$ cat config.mk
export PLATFORM = sky130hd
export DESIGN_NAME = ctrl_fsm_mc_flat
export DESIGN_NICKNAME = d
export VERILOG_FILES = /design/src/rtl/ctrl_pkg.sv /design/src/rtl/ctrl_fsm_mc_if.sv /design/src/rtl/ctrl_wait_cnt.sv /design/src/rtl/ctrl_fsm_mc.sv /design/src/flat_wrapper.sv
export SDC_FILE = /design/constraint.sdc
export NUM_CORES = 1
export LEC_CHECK = 0
export BUFFER_PORTS_ARGS = -buffer_cell sky130_fd_sc_hd__buf_4
export CAP_MARGIN = 20
export CORE_UTILIZATION = 47
export CTS_BUF_LIST = sky130_fd_sc_hd__clkbuf_16
export DETAILED_ROUTE_END_ITERATION = 10
export HOLD_SLACK_MARGIN = 0.05
export PLACE_DENSITY = 0.88
export SYNTH_ARGS = -nofsm -noshare
export SYNTH_HDL_FRONTEND = slang
export SYNTH_SLANG_ARGS = --single-unit
$ cat constraint.sdc
create_clock -name clk -period 2.5 [get_ports clk]
set_clock_uncertainty 0.15 [all_clocks]
set_input_delay 0.125 -clock clk [delete_from_list [all_inputs] [get_ports clk]]
set_output_delay 0.125 -clock clk [all_outputs]
set_load 0.03 [all_outputs]
$ cat src/rtl/ctrl_pkg.sv
// ---------------------------------------------------------------------------
// ctrl_pkg
// Shared types and constants for the multi-cycle processor controller
// (ctrl_fsm_mc) and its wait-state counter.
//   state_t  : 4-bit controller state encoding (also driven on the debug port)
//   opcode_t : instruction opcodes found in IR[15:12]
//   ALU_*    : ALU_sel codes
//   RFS_*    : register-file write mux select codes
// No ports (package).
// ---------------------------------------------------------------------------
package ctrl_pkg;

   localparam int STATE_W = 4;

   typedef enum logic [3:0] {
      ST_INIT   = 4'd0,
      ST_FETCH  = 4'd1,
      ST_FWAIT  = 4'd2,
      ST_DECODE = 4'd3,
      ST_NOP    = 4'd4,
      ST_LD_RD  = 4'd5,
      ST_LD_WB  = 4'd6,
      ST_STORE  = 4'd7,
      ST_ALU    = 4'd8,
      ST_LDI    = 4'd9,
      ST_JMP    = 4'd10,
      ST_JZ     = 4'd11,
      ST_HALT   = 4'd12
   } state_t;

   typedef enum logic [3:0] {
      OP_NOP   = 4'h0,
      OP_STORE = 4'h1,
      OP_LOAD  = 4'h2,
      OP_ADD   = 4'h3,
      OP_SUB   = 4'h4,
      OP_HALT  = 4'h5,
      OP_LDI   = 4'h6,
      OP_JMP   = 4'h7,
      OP_JZ    = 4'h8,
      OP_AND   = 4'h9,
      OP_OR    = 4'hA
   } opcode_t;

   localparam logic [2:0] ALU_PASS = 3'd0;
   localparam logic [2:0] ALU_ADD  = 3'd1;
   localparam logic [2:0] ALU_SUB  = 3'd2;
   localparam logic [2:0] ALU_AND  = 3'd3;
   localparam logic [2:0] ALU_OR   = 3'd4;

   localparam logic [1:0] RFS_ALU = 2'd0;
   localparam logic [1:0] RFS_MEM = 2'd1;
   localparam logic [1:0] RFS_IMM = 2'd2;

   // ALU operation selected by a register-register opcode; pass otherwise.
   function automatic logic [2:0] alu_code(input opcode_t op);
      logic [2:0] code;
      code = ALU_PASS;
      case (op)
         OP_ADD:  code = ALU_ADD;
         OP_SUB:  code = ALU_SUB;
         OP_AND:  code = ALU_AND;
         OP_OR:   code = ALU_OR;
         default: code = ALU_PASS;
      endcase
      return code;
   endfunction

   // Opcodes 0xB..0xF are undefined.
   function automatic logic is_legal(input logic [3:0] op);
      return (op <= 4'hA);
   endfunction

endpackage

$ cat src/rtl/ctrl_fsm_mc_if.sv
// ---------------------------------------------------------------------------
// ctrl_fsm_mc_if
// Bundle between the controller and the datapath (IR/PC, RF/ALU, data memory).
//   master modport : the controller (reads IR/zero/go, drives all controls)
//   slave  modport : the datapath side (mirror image)
// Parameter ALU_SEL_W sets the width of ALU_sel.
// Signals: IR[15:0], zero, go in; PC_clr, PC_up, PC_ld, PC_val[7:0], IR_ld,
// D_addr[7:0], D_rd, D_wr, RF_s[1:0], RF_imm[7:0], RF_W_addr[3:0], RF_W_en,
// RF_Ra_addr[3:0], RF_Rb_addr[3:0], ALU_sel, halted, illegal, state[3:0] out.
// ---------------------------------------------------------------------------
interface ctrl_fsm_mc_if
   import ctrl_pkg::*;
#(
   parameter int ALU_SEL_W = 3
);
   logic [15:0]          IR;
   logic                 zero;
   logic                 go;
   logic                 PC_clr;
   logic                 PC_up;
   logic                 PC_ld;
   logic [7:0]           PC_val;
   logic                 IR_ld;
   logic [7:0]           D_addr;
   logic                 D_rd;
   logic                 D_wr;
   logic [1:0]           RF_s;
   logic [7:0]           RF_imm;
   logic [3:0]           RF_W_addr;
   logic                 RF_W_en;
   logic [3:0]           RF_Ra_addr;
   logic [3:0]           RF_Rb_addr;
   logic [ALU_SEL_W-1:0] ALU_sel;
   logic                 halted;
   logic                 illegal;
   logic [STATE_W-1:0]   state;

   modport master (
      input  IR, zero, go,
      output PC_clr, PC_up, PC_ld, PC_val, IR_ld, D_addr, D_rd, D_wr,
             RF_s, RF_imm, RF_W_addr, RF_W_en, RF_Ra_addr, RF_Rb_addr,
             ALU_sel, halted, illegal, state
   );

   modport slave (
      output IR, zero, go,
      input  PC_clr, PC_up, PC_ld, PC_val, IR_ld, D_addr, D_rd, D_wr,
             RF_s, RF_imm, RF_W_addr, RF_W_en, RF_Ra_addr, RF_Rb_addr,
             ALU_sel, halted, illegal, state
   );
endinterface

$ cat src/rtl/ctrl_wait_cnt.sv
// ---------------------------------------------------------------------------
// ctrl_wait_cnt
// 3-bit wait-state up-counter shared by the instruction-fetch and data-read
// waits of the controller.
//   clk     : rising-edge clock
//   rst_n   : asynchronous active-low reset (counter -> 0)
//   i_clr   : synchronous clear (wins over i_en)
//   i_en    : count enable
//   i_term  : terminal value
//   o_tc    : high while the count equals i_term
// ---------------------------------------------------------------------------
module ctrl_wait_cnt (
   input  logic       clk,
   input  logic       rst_n,
   input  logic       i_clr,
   input  logic       i_en,
   input  logic [2:0] i_term,
   output logic       o_tc
);
   logic [2:0] r_cnt;

   always_ff @(posedge clk or negedge rst_n) begin
      if (!rst_n) begin
         r_cnt <= 3'd0;
      end else if (i_clr) begin
         r_cnt <= 3'd0;
      end else if (i_en) begin
         r_cnt <= r_cnt + 3'd1;
      end
   end

   assign o_tc = (r_cnt == i_term);
endmodule

$ cat src/rtl/ctrl_fsm_mc.sv
// ---------------------------------------------------------------------------
// ctrl_fsm_mc
// Multi-cycle control FSM for the 16-bit datapath. Fetches through an
// IMEM_LAT-cycle wait, decodes IR[15:12] and sequences NOP, STORE, LOAD
// (DMEM_LAT read cycles + write-back), ALU ops, LDI, JMP, JZ and HALT.
// Outputs are decoded combinationally from the state and IR.
// Parameters:
//   IMEM_LAT  (0..7) extra fetch wait cycles before IR_ld
//   DMEM_LAT  (1..7) LOAD read cycles before write-back
//   ALU_SEL_W        width of ALU_sel
// Ports:
//   clk       : rising-edge clock
//   Reset     : asynchronous active-low reset
//   step_mode : only with CTRL_STEP_EN defined; when 1, each instruction
//               ends in HALT instead of FETCH so go advances one instruction
//   bus       : ctrl_fsm_mc_if.master (IR/zero/go in, all controls out)
// Build option: `define CTRL_STEP_EN adds the single-step feature.
// ---------------------------------------------------------------------------
module ctrl_fsm_mc
   import ctrl_pkg::*;
#(
   parameter int IMEM_LAT  = 1,
   parameter int DMEM_LAT  = 1,
   parameter int ALU_SEL_W = 3
) (
   input  logic clk,
   input  logic Reset,
`ifdef CTRL_STEP_EN
   input  logic step_mode,
`endif
   ctrl_fsm_mc_if.master bus
);
   // Terminal counts: the counter starts at 0 on entry, so a wait of N
   // cycles finishes when the count reaches N-1.
   localparam logic [2:0] IMEM_TC = (IMEM_LAT == 0) ? 3'd0 : 3'(IMEM_LAT - 1);
   localparam logic [2:0] DMEM_TC = 3'(DMEM_LAT - 1);

   state_t     r_state;
   state_t     w_next;
   state_t     w_ret;
   opcode_t    w_op;
   logic       w_step;
   logic       w_cnt_en;
   logic       w_cnt_tc;
   logic [2:0] w_cnt_term;

`ifdef CTRL_STEP_EN
   assign w_step = step_mode;
`else
   assign w_step = 1'b0;
`endif

   assign w_op  = opcode_t'(bus.IR[15:12]);
   // Where an instruction goes when it completes.
   assign w_ret = w_step ? ST_HALT : ST_FETCH;

   // The counter only runs in the two wait states and is held at 0 elsewhere,
   // so it is already clear on entry to FWAIT or LD_RD.
   assign w_cnt_en   = (r_state == ST_FWAIT) || (r_state == ST_LD_RD);
   assign w_cnt_term = (r_state == ST_LD_RD) ? DMEM_TC : IMEM_TC;

   ctrl_wait_cnt u_wait_cnt (
      .clk    (clk),
      .rst_n  (Reset),
      .i_clr  (!w_cnt_en),
      .i_en   (w_cnt_en),
      .i_term (w_cnt_term),
      .o_tc   (w_cnt_tc)
   );

   // State register
   always_ff @(posedge clk or negedge Reset) begin
      if (!Reset) begin
         r_state <= ST_INIT;
      end else begin
         r_state <= w_next;
      end
   end

   // Next-state logic
   always_comb begin
      w_next = r_state;
      case (r_state)
         ST_INIT:   w_next = ST_FETCH;
         ST_FETCH:  w_next = (IMEM_LAT == 0) ? ST_DECODE : ST_FWAIT;
         ST_FWAIT:  if (w_cnt_tc) w_next = ST_DECODE;
         ST_DECODE: begin
            case (w_op)
               OP_NOP:   w_next = ST_NOP;
               OP_STORE: w_next = ST_STORE;
               OP_LOAD:  w_next = ST_LD_RD;
               OP_ADD,
               OP_SUB,
               OP_AND,
               OP_OR:    w_next = ST_ALU;
               OP_HALT:  w_next = ST_HALT;
               OP_LDI:   w_next = ST_LDI;
               OP_JMP:   w_next = ST_JMP;
               OP_JZ:    w_next = ST_JZ;
               default:  w_next = w_ret;   // undefined opcode
            endcase
         end
         ST_LD_RD:  if (w_cnt_tc) w_next = ST_LD_WB;
         ST_NOP,
         ST_LD_WB,
         ST_STORE,
         ST_ALU,
         ST_LDI,
         ST_JMP,
         ST_JZ:     w_next = w_ret;
         // PC already points past the HALT, so resuming just fetches.
         ST_HALT:   if (bus.go) w_next = ST_FETCH;
         default:   w_next = ST_INIT;
      endcase
   end

   // Output decode. While Reset is low every control is forced to 0; only
   // the debug state (already INIT) is visible.
   always_comb begin
      bus.state      = r_state;
      bus.PC_clr     = 1'b0;
      bus.PC_up      = 1'b0;
      bus.PC_ld      = 1'b0;
      bus.PC_val     = 8'h00;
      bus.IR_ld      = 1'b0;
      bus.D_addr     = 8'h00;
      bus.D_rd       = 1'b0;
      bus.D_wr       = 1'b0;
      bus.RF_s       = RFS_ALU;
      bus.RF_imm     = 8'h00;
      bus.RF_W_addr  = 4'h0;
      bus.RF_W_en    = 1'b0;
      bus.RF_Ra_addr = 4'h0;
      bus.RF_Rb_addr = 4'h0;
      bus.ALU_sel    = '0;
      bus.halted     = 1'b0;
      bus.illegal    = 1'b0;
      if (Reset) begin
         case (r_state)
            ST_INIT:   bus.PC_clr = 1'b1;
            ST_FETCH: begin
               if (IMEM_LAT == 0) begin
                  bus.IR_ld = 1'b1;
                  bus.PC_up = 1'b1;
               end
            end
            ST_FWAIT: begin
               if (w_cnt_tc) begin
                  bus.IR_ld = 1'b1;
                  bus.PC_up = 1'b1;
               end
            end
            ST_DECODE: bus.illegal = !is_legal(bus.IR[15:12]);
            ST_LD_RD: begin
               bus.D_rd   = 1'b1;
               bus.D_addr = bus.IR[11:4];
            end
            ST_LD_WB: begin
               bus.D_addr    = bus.IR[11:4];
               bus.RF_s      = RFS_MEM;
               bus.RF_W_en   = 1'b1;
               bus.RF_W_addr = bus.IR[3:0];
            end
            ST_STORE: begin
               bus.D_wr       = 1'b1;
               bus.D_addr     = bus.IR[7:0];
               bus.RF_Ra_addr = bus.IR[11:8];
            end
            ST_ALU: begin
               bus.RF_s       = RFS_ALU;
               bus.RF_W_en    = 1'b1;
               bus.RF_Ra_addr = bus.IR[11:8];
               bus.RF_Rb_addr = bus.IR[7:4];
               bus.RF_W_addr  = bus.IR[3:0];
               bus.ALU_sel    = ALU_SEL_W'(alu_code(w_op));
            end
            ST_LDI: begin
               bus.RF_s      = RFS_IMM;
               bus.RF_W_en   = 1'b1;
               bus.RF_imm    = bus.IR[11:4];
               bus.RF_W_addr = bus.IR[3:0];
            end
            ST_JMP: begin
               bus.PC_ld  = 1'b1;
               bus.PC_val = bus.IR[7:0];
            end
            ST_JZ: begin
               bus.RF_Ra_addr = bus.IR[11:8];
               bus.PC_ld      = bus.zero;
               bus.PC_val     = bus.IR[7:0];
            end
            ST_HALT:   bus.halted = 1'b1;
            default:   ;
         endcase
      end
   end
endmodule

$ cat src/flat_wrapper.sv
// flat-port wrapper written by rule: the top's interface ports become plain ports
module ctrl_fsm_mc_flat import ctrl_pkg::*;
#(
   parameter int IMEM_LAT  = 1,
   parameter int DMEM_LAT  = 1,
   parameter int ALU_SEL_W = 3
)
  (clk, Reset, bus_IR, bus_zero, bus_go, bus_PC_clr, bus_PC_up, bus_PC_ld, bus_PC_val, bus_IR_ld, bus_D_addr, bus_D_rd, bus_D_wr, bus_RF_s, bus_RF_imm, bus_RF_W_addr, bus_RF_W_en, bus_RF_Ra_addr, bus_RF_Rb_addr, bus_ALU_sel, bus_halted, bus_illegal, bus_state);
  ctrl_fsm_mc_if #(.ALU_SEL_W(ALU_SEL_W)) bus_i ();
  input  logic clk;
  input  logic Reset;
  input wire logic [$bits(bus_i.IR)-1:0] bus_IR;
  input wire logic [$bits(bus_i.zero)-1:0] bus_zero;
  input wire logic [$bits(bus_i.go)-1:0] bus_go;
  output wire logic [$bits(bus_i.PC_clr)-1:0] bus_PC_clr;
  output wire logic [$bits(bus_i.PC_up)-1:0] bus_PC_up;
  output wire logic [$bits(bus_i.PC_ld)-1:0] bus_PC_ld;
  output wire logic [$bits(bus_i.PC_val)-1:0] bus_PC_val;
  output wire logic [$bits(bus_i.IR_ld)-1:0] bus_IR_ld;
  output wire logic [$bits(bus_i.D_addr)-1:0] bus_D_addr;
  output wire logic [$bits(bus_i.D_rd)-1:0] bus_D_rd;
  output wire logic [$bits(bus_i.D_wr)-1:0] bus_D_wr;
  output wire logic [$bits(bus_i.RF_s)-1:0] bus_RF_s;
  output wire logic [$bits(bus_i.RF_imm)-1:0] bus_RF_imm;
  output wire logic [$bits(bus_i.RF_W_addr)-1:0] bus_RF_W_addr;
  output wire logic [$bits(bus_i.RF_W_en)-1:0] bus_RF_W_en;
  output wire logic [$bits(bus_i.RF_Ra_addr)-1:0] bus_RF_Ra_addr;
  output wire logic [$bits(bus_i.RF_Rb_addr)-1:0] bus_RF_Rb_addr;
  output wire logic [$bits(bus_i.ALU_sel)-1:0] bus_ALU_sel;
  output wire logic [$bits(bus_i.halted)-1:0] bus_halted;
  output wire logic [$bits(bus_i.illegal)-1:0] bus_illegal;
  output wire logic [$bits(bus_i.state)-1:0] bus_state;
  assign bus_i.IR = bus_IR;
  assign bus_i.zero = bus_zero;
  assign bus_i.go = bus_go;
  assign bus_PC_clr = bus_i.PC_clr;
  assign bus_PC_up = bus_i.PC_up;
  assign bus_PC_ld = bus_i.PC_ld;
  assign bus_PC_val = bus_i.PC_val;
  assign bus_IR_ld = bus_i.IR_ld;
  assign bus_D_addr = bus_i.D_addr;
  assign bus_D_rd = bus_i.D_rd;
  assign bus_D_wr = bus_i.D_wr;
  assign bus_RF_s = bus_i.RF_s;
  assign bus_RF_imm = bus_i.RF_imm;
  assign bus_RF_W_addr = bus_i.RF_W_addr;
  assign bus_RF_W_en = bus_i.RF_W_en;
  assign bus_RF_Ra_addr = bus_i.RF_Ra_addr;
  assign bus_RF_Rb_addr = bus_i.RF_Rb_addr;
  assign bus_ALU_sel = bus_i.ALU_sel;
  assign bus_halted = bus_i.halted;
  assign bus_illegal = bus_i.illegal;
  assign bus_state = bus_i.state;
  ctrl_fsm_mc #(.IMEM_LAT(IMEM_LAT), .DMEM_LAT(DMEM_LAT), .ALU_SEL_W(ALU_SEL_W)) u_core (.clk(clk), .Reset(Reset), .bus(bus_i));
endmodule
==> results of run 1 <==
-- cell type report --
type                    instances  area (sq um)
clock inverters                 1          3.75
repair buffers                 78           591
well taps                      28          35.0
fillers                       165           482
flip-flops and latches          7           175
multi-input cells             132           910
clock buffers                   3          75.1
inverters                       7          26.3
-- power by group --
part,switching (mW),internal [mW],total [mW]
logic,0.528,0.411,0.939
registers,0.129,0.147,0.275
clock network,0.0608,0.208,0.269
total,0.717,0.766,1.48
-- metrics by stage --
step           area [sq um]   util  power [mW]
2_1_floorplan          1200      -       0.990
4_1_cts                1820  0.790        1.49
3_3_place_gp           1720  0.747        1.18
3_5_place_dp           1720  0.747        1.21
6_report               1820  0.790        1.48
5_1_grt                1820  0.790        1.58
-- worst max-delay path: cells and delay by family, from the launching register on --
kind	cells	cell delay (ns)
buffers and inverters	1	0.16
and+or+nand+nor	3	0.64
DFF	1	0.83
-- kinds of logic after synthesis --
group | after synthesis | share of synthesized area
buf+inv | 19 | 0.0940
xor+xnor | 4 | 0.0293
mux | 10 | 0.0899
flops | 7 | 0.146
compound gates | 30 | 0.173
fa+ha+maj | 2 | 0.0209
simple gates | 86 | 0.446
-- cells in the mapped netlist, types with 2 or more instances --
cell / count
ha_1: 2
mux2i_1: 4
a211oi_1: 3
dfrtp_1: 7
nand3b_1: 3
buf_6: 3
buf_4: 3
mux2_2: 6
and2_1: 23
nor2_1: 16
a21oi_1: 9
o21ai_0: 3
and3_1: 6
buf_2: 6
nor3_2: 3
nand2b_1: 10
a22oi_1: 4
inv_1: 7
nor3_1: 4
o211ai_1: 2
xnor2_1: 4
nand2_1: 8
nor2b_1: 2
a21o_1: 2
-- sequential cells by signal, summed over array words and instances (netlist names) --
signal,count
u_core.u_wait_cnt.r_cnt,3
u_core.bus.state,4
-- repair_timing --
action                                 CTS  global route
endpoints found under the hold margin    8             0
setup endpoints to repair                0             0
hold buffers                             2             0
-- routing by layer --
layer,global-route usage,share of wire,vias up
met3,0.0609,0.095,8
met5,0,0,-
met1,0.296,0.37,636
met2,0.477,0.52,67
met4,0.0921,0.016,0
li1,-,-,680
-- worst max path at each step --
stage | from | endpoint | slack (ns) | depth (start not counted)
after floorplan | u_core.bus.state[3]$_DFFE_PN0P_ | bus_D_addr[1] | 0.39 | 4
after global placement | u_core.bus.state[0]$_DFFE_PN0P_ | u_core.bus.state[0]$_DFFE_PN0P_ | 0.66 | 5
after detailed placement | u_core.bus.state[0]$_DFFE_PN0P_ | u_core.bus.state[0]$_DFFE_PN0P_ | 0.62 | 5
after CTS | u_core.bus.state[0]$_DFFE_PN0P_ | bus_RF_imm[4] | 0.38 | 4
after global routing | u_core.bus.state[0]$_DFFE_PN0P_ | bus_RF_imm[1] | 0.23 | 4
final | u_core.bus.state[0]$_DFFE_PN0P_ | bus_RF_imm[4] | 0.36 | 4
==> flow_summary.toml, run 1 <==
[synth]
synthesis.nets = 180
synthesis.area_sq_um = 1200
yosys.area.top_type = "dfrtp_1"
synthArstFlopShare = 1.00
avgSynthCellArea_sq_um = 7.58
synth-main-ff-cell = "dfrtp_1"
yosysUniqueCellTypes = 42
synthTopCellsByArea = "dfrtp_1 15%, and2_1 12%, mux2_2 5.6%, nand2b_1 5.2%, nor2_1 5.0%"
synth_seq_area_share = 0.146
synth_top_area_frac = 0.146
synth_seq_cells = 7
postSynthCellCount = 158
yosys_warnings = 0
synth_edf_count = 0

[setup_path]
cp_max_fo = 21
critPathCaptureType = "output port"
reg2reg_from = "u_core.bus.state[0]$_DFFE_PN0P_"
cp.arrival_ns = 1.87
reg2reg_slack_ns = 0.60
worstPathRequired_ns = 2.23
crit_chain = "nand3b_1 > nor2_2 > and2_1 > buf_4"
reg2reg_depth = 5
cp_slowest_cell = "dfrtp_1"
crit-reg2reg-capture = "u_core.bus.state[0]$_DFFE_PN0P_"
slowest_delay_ns = 0.83
worst-setup-path-type = "reg -> out"
worstSetupStartpointType = "flop"

[sta]
worstMarginPinSlew_ns = 0.767
maxSlewHeadroom = 0.489
fin_crit_ns = 2.14
finalSetupTns_ns = 0
fin_hold_ws_ns = 0.0859
drv_slew = 0
finalCritPeriodShare = 0.856
fin_ws_ns = 0.359
rsz0062_at_grt = "no"
setup_viol_count_final = 0
max_freq_mhz = 467
hold_violations = 0

[floorplanning]
die_h_um = 52.5
start_util = 0.521
core_area_sq_um = 2300
io_pins = 74
die_w_um = 52.5
rows = 17
dieArea_sq_um = 2750

[clocking]
cts_sinks = 7
cts.root.buffer_cell = "clkbuf_16"
ctsLongestPathBuffers = 2
cts_tree = "done"
cts_resized = 0
cts_buffers = 3
path_clk_slew_ns = 0.04
cts_setup_buffers = 0
clock_latency_ns = 0.23
cts_htree_levels = 1

[place]
place_ws_ns = 0.622
numPortBuffers = 73
dp_hpwl_um = 2830
dp.cells = 250
gp_congestion = 0.868

[finish]
fin_cells = 256
layout_commonest_cell = "buf_4"
syn_to_final_growth_pct = 51.6
final_nets = 251
mostFrequentLayoutCells = "76 x buf_4, 23 x and2_1, 16 x nor2_1"
diodes = 0
drive_gt1_frac = 0.430

[min_path]
hold_path_class = "in -> reg"
holdPathEnd = "u_core.bus.state[3]$_DFFE_PN0P_"
min-delay-start = "bus_IR[15]"
holdPathStages = 4

[global_route]
grt_usage = 0.263
grt_max_degree = 22
grt_pass1_wl_um = 5440
antenna_found_initial = 0
first_global_vias = 1231
grt_overflow = 0

[route]
drc = 0
totalWireLength_um = 3560
via_count = 1391
wl_per_cell_um = 13.9
drt_first_iter_violations = 12
ant_nets = 0
dr.pass1.iters = 4
vias_per_cell = 5.43

[status]
status = "completed"

[pwr]
ir_worst_vdd_mv = 0.971
power.density_nw_per_um2 = 817
leakagePower_nw = 0.923

[run]
max_cap_viol_count = 0
No activity file was read; power rests on OpenSTA's default activity.
==> run 2, diff against run 1 <==
- ABC_AREA: unset -> 1
- CORE_MARGIN: unset -> 3
- CORE_UTILIZATION: 47 -> 43
- GPL_ROUTABILITY_DRIVEN: unset -> 0
- PLACE_DENSITY: 0.88 -> 0.87
==> flow_summary.toml, run 2 <==
[status]
status = "completed"

[setup_path]
reg2reg_slack_ns = 0.94
reg2reg_from = "u_core.bus.state[0]$_DFFE_PN0P_"
worstPathRequired_ns = 2.23
crit-reg2reg-capture = "u_core.bus.state[2]$_DFFE_PN0P_"
worstSetupStartpointType = "flop"
cp_max_fo = 3
worst-setup-path-type = "reg -> out"
reg2reg_depth = 7
critPathCaptureType = "output port"
cp.arrival_ns = 1.77

[clocking]
cts_sinks = 7
cts_resized = 0
cts_buffers = 3
clock_latency_ns = 0.23
cts.root.buffer_cell = "clkbuf_16"
cts_tree = "done"
path_clk_slew_ns = 0.04
ctsLongestPathBuffers = 2
cts_htree_levels = 1

[sta]
hold_violations = 0
drv_slew = 0
worstMarginPinSlew_ns = 0.408
setup_viol_count_final = 0
max_freq_mhz = 490
finalSetupTns_ns = 0
rsz0062_at_grt = "no"
maxSlewHeadroom = 0.727
fin_hold_ws_ns = 0.0609
fin_crit_ns = 2.04
fin_ws_ns = 0.457
finalCritPeriodShare = 0.817

[synth]
synthesis.area_sq_um = 966
synth_seq_cells = 7
synth_seq_area_share = 0.181
synth-main-ff-cell = "dfrtp_1"
yosysMostFrequentCell = "nor2_1"
yosysUniqueCellTypes = 26
synthArstFlopShare = 1.00
synth_top_cells_by_count = "46 x nor2_1, 43 x nand2_1, 32 x inv_1"
yosys.area.top_type = "dfrtp_1"
avgSynthCellArea_sq_um = 5.43
postSynthCellCount = 178
synthesis.nets = 200
synthTopCellsByArea = "dfrtp_1 18%, nor2_1 18%, nand2_1 17%, inv_1 12%, o22ai_1 5.2%"
synth_edf_count = 0
synth_top_area_frac = 0.181
yosys_warnings = 0

[floorplanning]
io_pins = 74
start_util = 0.473
core_area_sq_um = 2040
die_h_um = 53.4
rows = 16
die_w_um = 53.4
dieArea_sq_um = 2850

[global_route]
grt_usage = 0.259
first_global_vias = 1174
grt_pass1_wl_um = 5410
grt_max_degree = 22
grt_overflow = 0
antenna_found_initial = 0

[route]
via_count = 1375
wl_per_cell_um = 12.5
drc = 0
totalWireLength_um = 3500
dr.pass1.iters = 4
drt_first_iter_violations = 42
vias_per_cell = 4.91
ant_nets = 0

[run]
max_cap_viol_count = 0

[min_path]
holdPathStages = 4
min-delay-start = "bus_go"
hold_path_class = "in -> reg"
holdPathEnd = "u_core.bus.state[3]$_DFFE_PN0P_"

[finish]
fin_util = 0.790
largest_reg_flops = 4
fin_cells = 280
layout_commonest_cell = "buf_4"
final_nets = 276
mostFrequentLayoutCells = "73 x buf_4, 46 x nor2_1, 43 x nand2_1"
diodes = 0
drive_gt1_frac = 0.364
syn_to_final_growth_pct = 67.0

[pwr]
ir_worst_vdd_mv = 0.670
power.density_nw_per_um2 = 759
leakagePower_nw = 0.984

[place]
numPortBuffers = 73
dp_hpwl_um = 2690
dp.cells = 275
place_ws_ns = 0.779
## run 2: cell count changes after synthesis, moves of 5 or more
cell,previous run,this run
inv_1,7,32
o22ai_1,0,8
and2_1,23,0
nand2b_1,10,0
mux2_2,6,0
nand3_1,0,8
a21oi_1,9,1
nor2_1,16,46
nand2_1,8,43
and3_1,6,0
buf_2,6,1
## run 2: worst max-delay path, stage by stage, from the launching register on
cell	delay, ns
dfrtp_1	0.37
inv_1	0.09
ha_1	0.18
inv_1	0.06
nor2_1	0.22
inv_1	0.12
nor4_1	0.27
buf_4	0.23
## run 2: per-stage QoR
step | area [sq um] | total power, mW
after floorplan | 966 | 0.727
after global placement | 1520 | 0.921
after detailed placement | 1520 | 0.937
after CTS | 1610 | 1.23
after global routing | 1610 | 1.31
final | 1610 | 1.22
## run 2: layer usage
metal	up-vias	GRT usage	wire, um
li1	699	-	-
met1	604	0.288	1320
met2	68	0.455	1730
met3	4	0.0648	404
met4	0	0.119	42
met5	-	0	0
## run 2: logic make-up (layout without fill, tap and decap cells)
logic type      after synthesis  count (layout)  synth area share
compound gates               15              15            0.0984
simple gates                114             114             0.521
buf+inv                      39             114             0.165
xor+xnor                      1               1           0.00907
fa+ha+maj                     2               2            0.0259
flops                         7               7             0.181
## run 2: timing repair
item,CTS,global route
hold endpoints to repair,7,0
hold buffers,1,0
setup buffers,0,0
## run 2: cell type report
type | count | area [sq um]
timing repair buffer | 74 | 558
sequential | 7 | 175
clock buffer | 3 | 75.1
inverter | 36 | 135
clock inverter | 1 | 3.75
tap | 27 | 33.8
fill | 174 | 429
multi-input combinational | 132 | 632
## run 2: worst max-delay path by stage
| stage | from | endpoint | cells after the start |
|---|---|---|---|
| finish | u_core.u_wait_cnt.r_cnt[1]$_DFF_PN0_ | bus_IR_ld | 7 |
| global route | u_core.u_wait_cnt.r_cnt[0]$_DFF_PN0_ | bus_IR_ld | 7 |
| CTS | u_core.u_wait_cnt.r_cnt[0]$_DFF_PN0_ | bus_IR_ld | 7 |
| detailed placement | u_core.u_wait_cnt.r_cnt[0]$_DFF_PN0_ | bus_IR_ld | 7 |
| global placement | u_core.u_wait_cnt.r_cnt[0]$_DFF_PN0_ | bus_PC_up | 7 |
| floorplan | u_core.u_wait_cnt.r_cnt[0]$_DFF_PN0_ | bus_PC_up | 7 |
## run 2: report_power, final
part / switching [mW] / total [mW] / internal [mW] / leakage [nW]
combinational: 0.503 / 0.746 / 0.243 / 0.850
sequential: 0.0606 / 0.210 / 0.149 / 0.0921
clock: 0.0600 / 0.268 / 0.208 / 0.0423
total: 0.624 / 1.22 / 0.600 / 0.984
==> run 3, diff against run 2 <==
- ABC_AREA: 1 -> 0
- PLACE_DENSITY: 0.87 -> 0.81
- clock period: 2.5 -> 2.03 ns (I/O delays scaled with it)
==> flow_summary.toml, run 3 (same netlist as run 1, synthesis figures left out) <==
[min_path]
hold_path_class = "in -> reg"
holdPathStages = 4
holdPathEnd = "u_core.bus.state[3]$_DFFE_PN0P_"
min-delay-start = "bus_IR[15]"

[setup_path]
worst-setup-path-type = "reg -> out"
cp_max_fo = 12
worstSetupStartpointType = "flop"
reg2reg_slack_ns = 0.44
worstPathRequired_ns = 1.78
crit-reg2reg-capture = "u_core.bus.state[0]$_DFFE_PN0P_"
cp.arrival_ns = 1.66
cp-startpoint = "u_core.bus.state[2]$_DFFE_PN0P_"
reg2reg_from = "u_core.bus.state[1]$_DFFE_PN0P_"
reg2reg_depth = 5
critPathCaptureType = "output port"

[place]
numPortBuffers = 73
placed_cell_area_sq_um = 1730
dp_hpwl_um = 2860
place_ws_ns = 0.273
dp.cells = 254

[sta]
fin_ws_ns = 0.122
finalCritPeriodShare = 0.940
max_freq_mhz = 524
setup_viol_count_final = 0
worstMarginPinSlew_ns = 0.322
rsz0062_at_grt = "no"
fin_crit_ns = 1.91
hold_violations = 0
drv_slew = 0
maxSlewHeadroom = 0.785

[global_route]
first_global_vias = 1315
grt_pass1_wl_um = 5820
antenna_found_initial = 0
grt_usage = 0.211
grt_max_degree = 20
grt_overflow = 0

[floorplanning]
core_area_sq_um = 2570
die_w_um = 58.8
io_pins = 74
die_h_um = 58.8
start_util = 0.466
rows = 18
dieArea_sq_um = 3450

[clocking]
path_clk_slew_ns = 0.04
cts.root.buffer_cell = "clkbuf_16"
cts_htree_levels = 1
cts_sinks = 7
cts_tree = "done"
clock_latency_ns = 0.23
cts_buffers = 3
ctsLongestPathBuffers = 2

[route]
totalWireLength_um = 3660
via_count = 1401
wl_per_cell_um = 14.0
drt_first_iter_violations = 56
drc = 0
dr.pass1.iters = 4
vias_per_cell = 5.35
ant_nets = 0

[finish]
mostFrequentLayoutCells = "78 x buf_4, 23 x and2_1, 16 x nor2_1"
fin_area_sq_um = 1860
largest_reg_flops = 4
syn_to_final_growth_pct = 55.2
diodes = 0
drive_gt1_frac = 0.448
layout_commonest_cell = "buf_4"
final_nets = 255
fin_cells = 262

[pwr]
ir_worst_vdd_mv = 0.811
leakagePower_nw = 0.942
power.density_nw_per_um2 = 1010

[run]
max_cap_viol_count = 0

[status]
status = "completed"
-- run 3: changes by cell type in the layout (fill, tap and decap cells not counted), moves of 5 or more --
| cell | delta |
|---|---|
| nand2_1 | -35 |
| nor2_1 | -30 |
| inv_1 | -25 |
| and2_1 | +23 |
| nand2b_1 | +10 |
| a21oi_1 | +8 |
| nand3_1 | -8 |
| o22ai_1 | -8 |
| mux2_2 | +6 |
| and3_1 | +5 |
| buf_4 | +5 |
-- run 3: metrics by stage --
stage                     setup TNS [ns]  utilization  hold WS, ns  power (mW)
after global routing                   0        0.724        0.121        2.01
after CTS                              0        0.714       0.0720        1.86
final                                  0        0.724       0.0886        1.88
after detailed placement               0        0.675       -0.182        1.51
after floorplan                   -0.114            -       -0.344        1.22
after global placement                 0        0.675       -0.188        1.49
-- run 3: worst max path at each step --
| stage | slack (ns) | cells after the start | to |
|---|---|---|---|
| after floorplan | -0.06 | 4 | bus_D_addr[1] |
| after global placement | 0.31 | 3 | bus_D_addr[1] |
| after detailed placement | 0.27 | 4 | bus_PC_ld |
| after CTS | 0.01 | 4 | bus_PC_ld |
| after global routing | 0.003 | 6 | bus_RF_Ra_addr[2] |
| final | 0.12 | 4 | bus_PC_ld |
-- run 3: metal layers --
metal,share of wire,global-route usage
met5,0,0
met1,0.37,0.235
met2,0.49,0.368
met4,0.022,0.100
met3,0.12,0.0592
-- run 3: worst max-delay path: stages (launching register included) --
cell and delay (ns):
dfrtp_2 0.49, and2b_1 0.29, and3_2 0.28, a21boi_1 0.18, buf_4 0.18
-- run 3: cell type report --
class	instances	area, sq um
fill	200	709
clock inverter	1	3.75
clock buffer	3	75.1
tap	30	37.5
inverter	7	26.3
timing repair buffer	82	628
sequential	7	176
multi-input combinational	132	911
-- run 3: timing repair --
item | in CTS | in global routing
buffers inserted | 0 | 2
setup endpoints to repair | 0 | 18
hold endpoints to repair | 8 | 0
hold buffers | 2 | 0
gates resized for setup | 0 | 4
-- run 3: power breakdown --
group	internal [mW]	switching (mW)	total, mW
combinational	0.545	0.740	1.28
sequential	0.184	0.0804	0.264
clock	0.256	0.0753	0.331
total	0.985	0.896	1.88
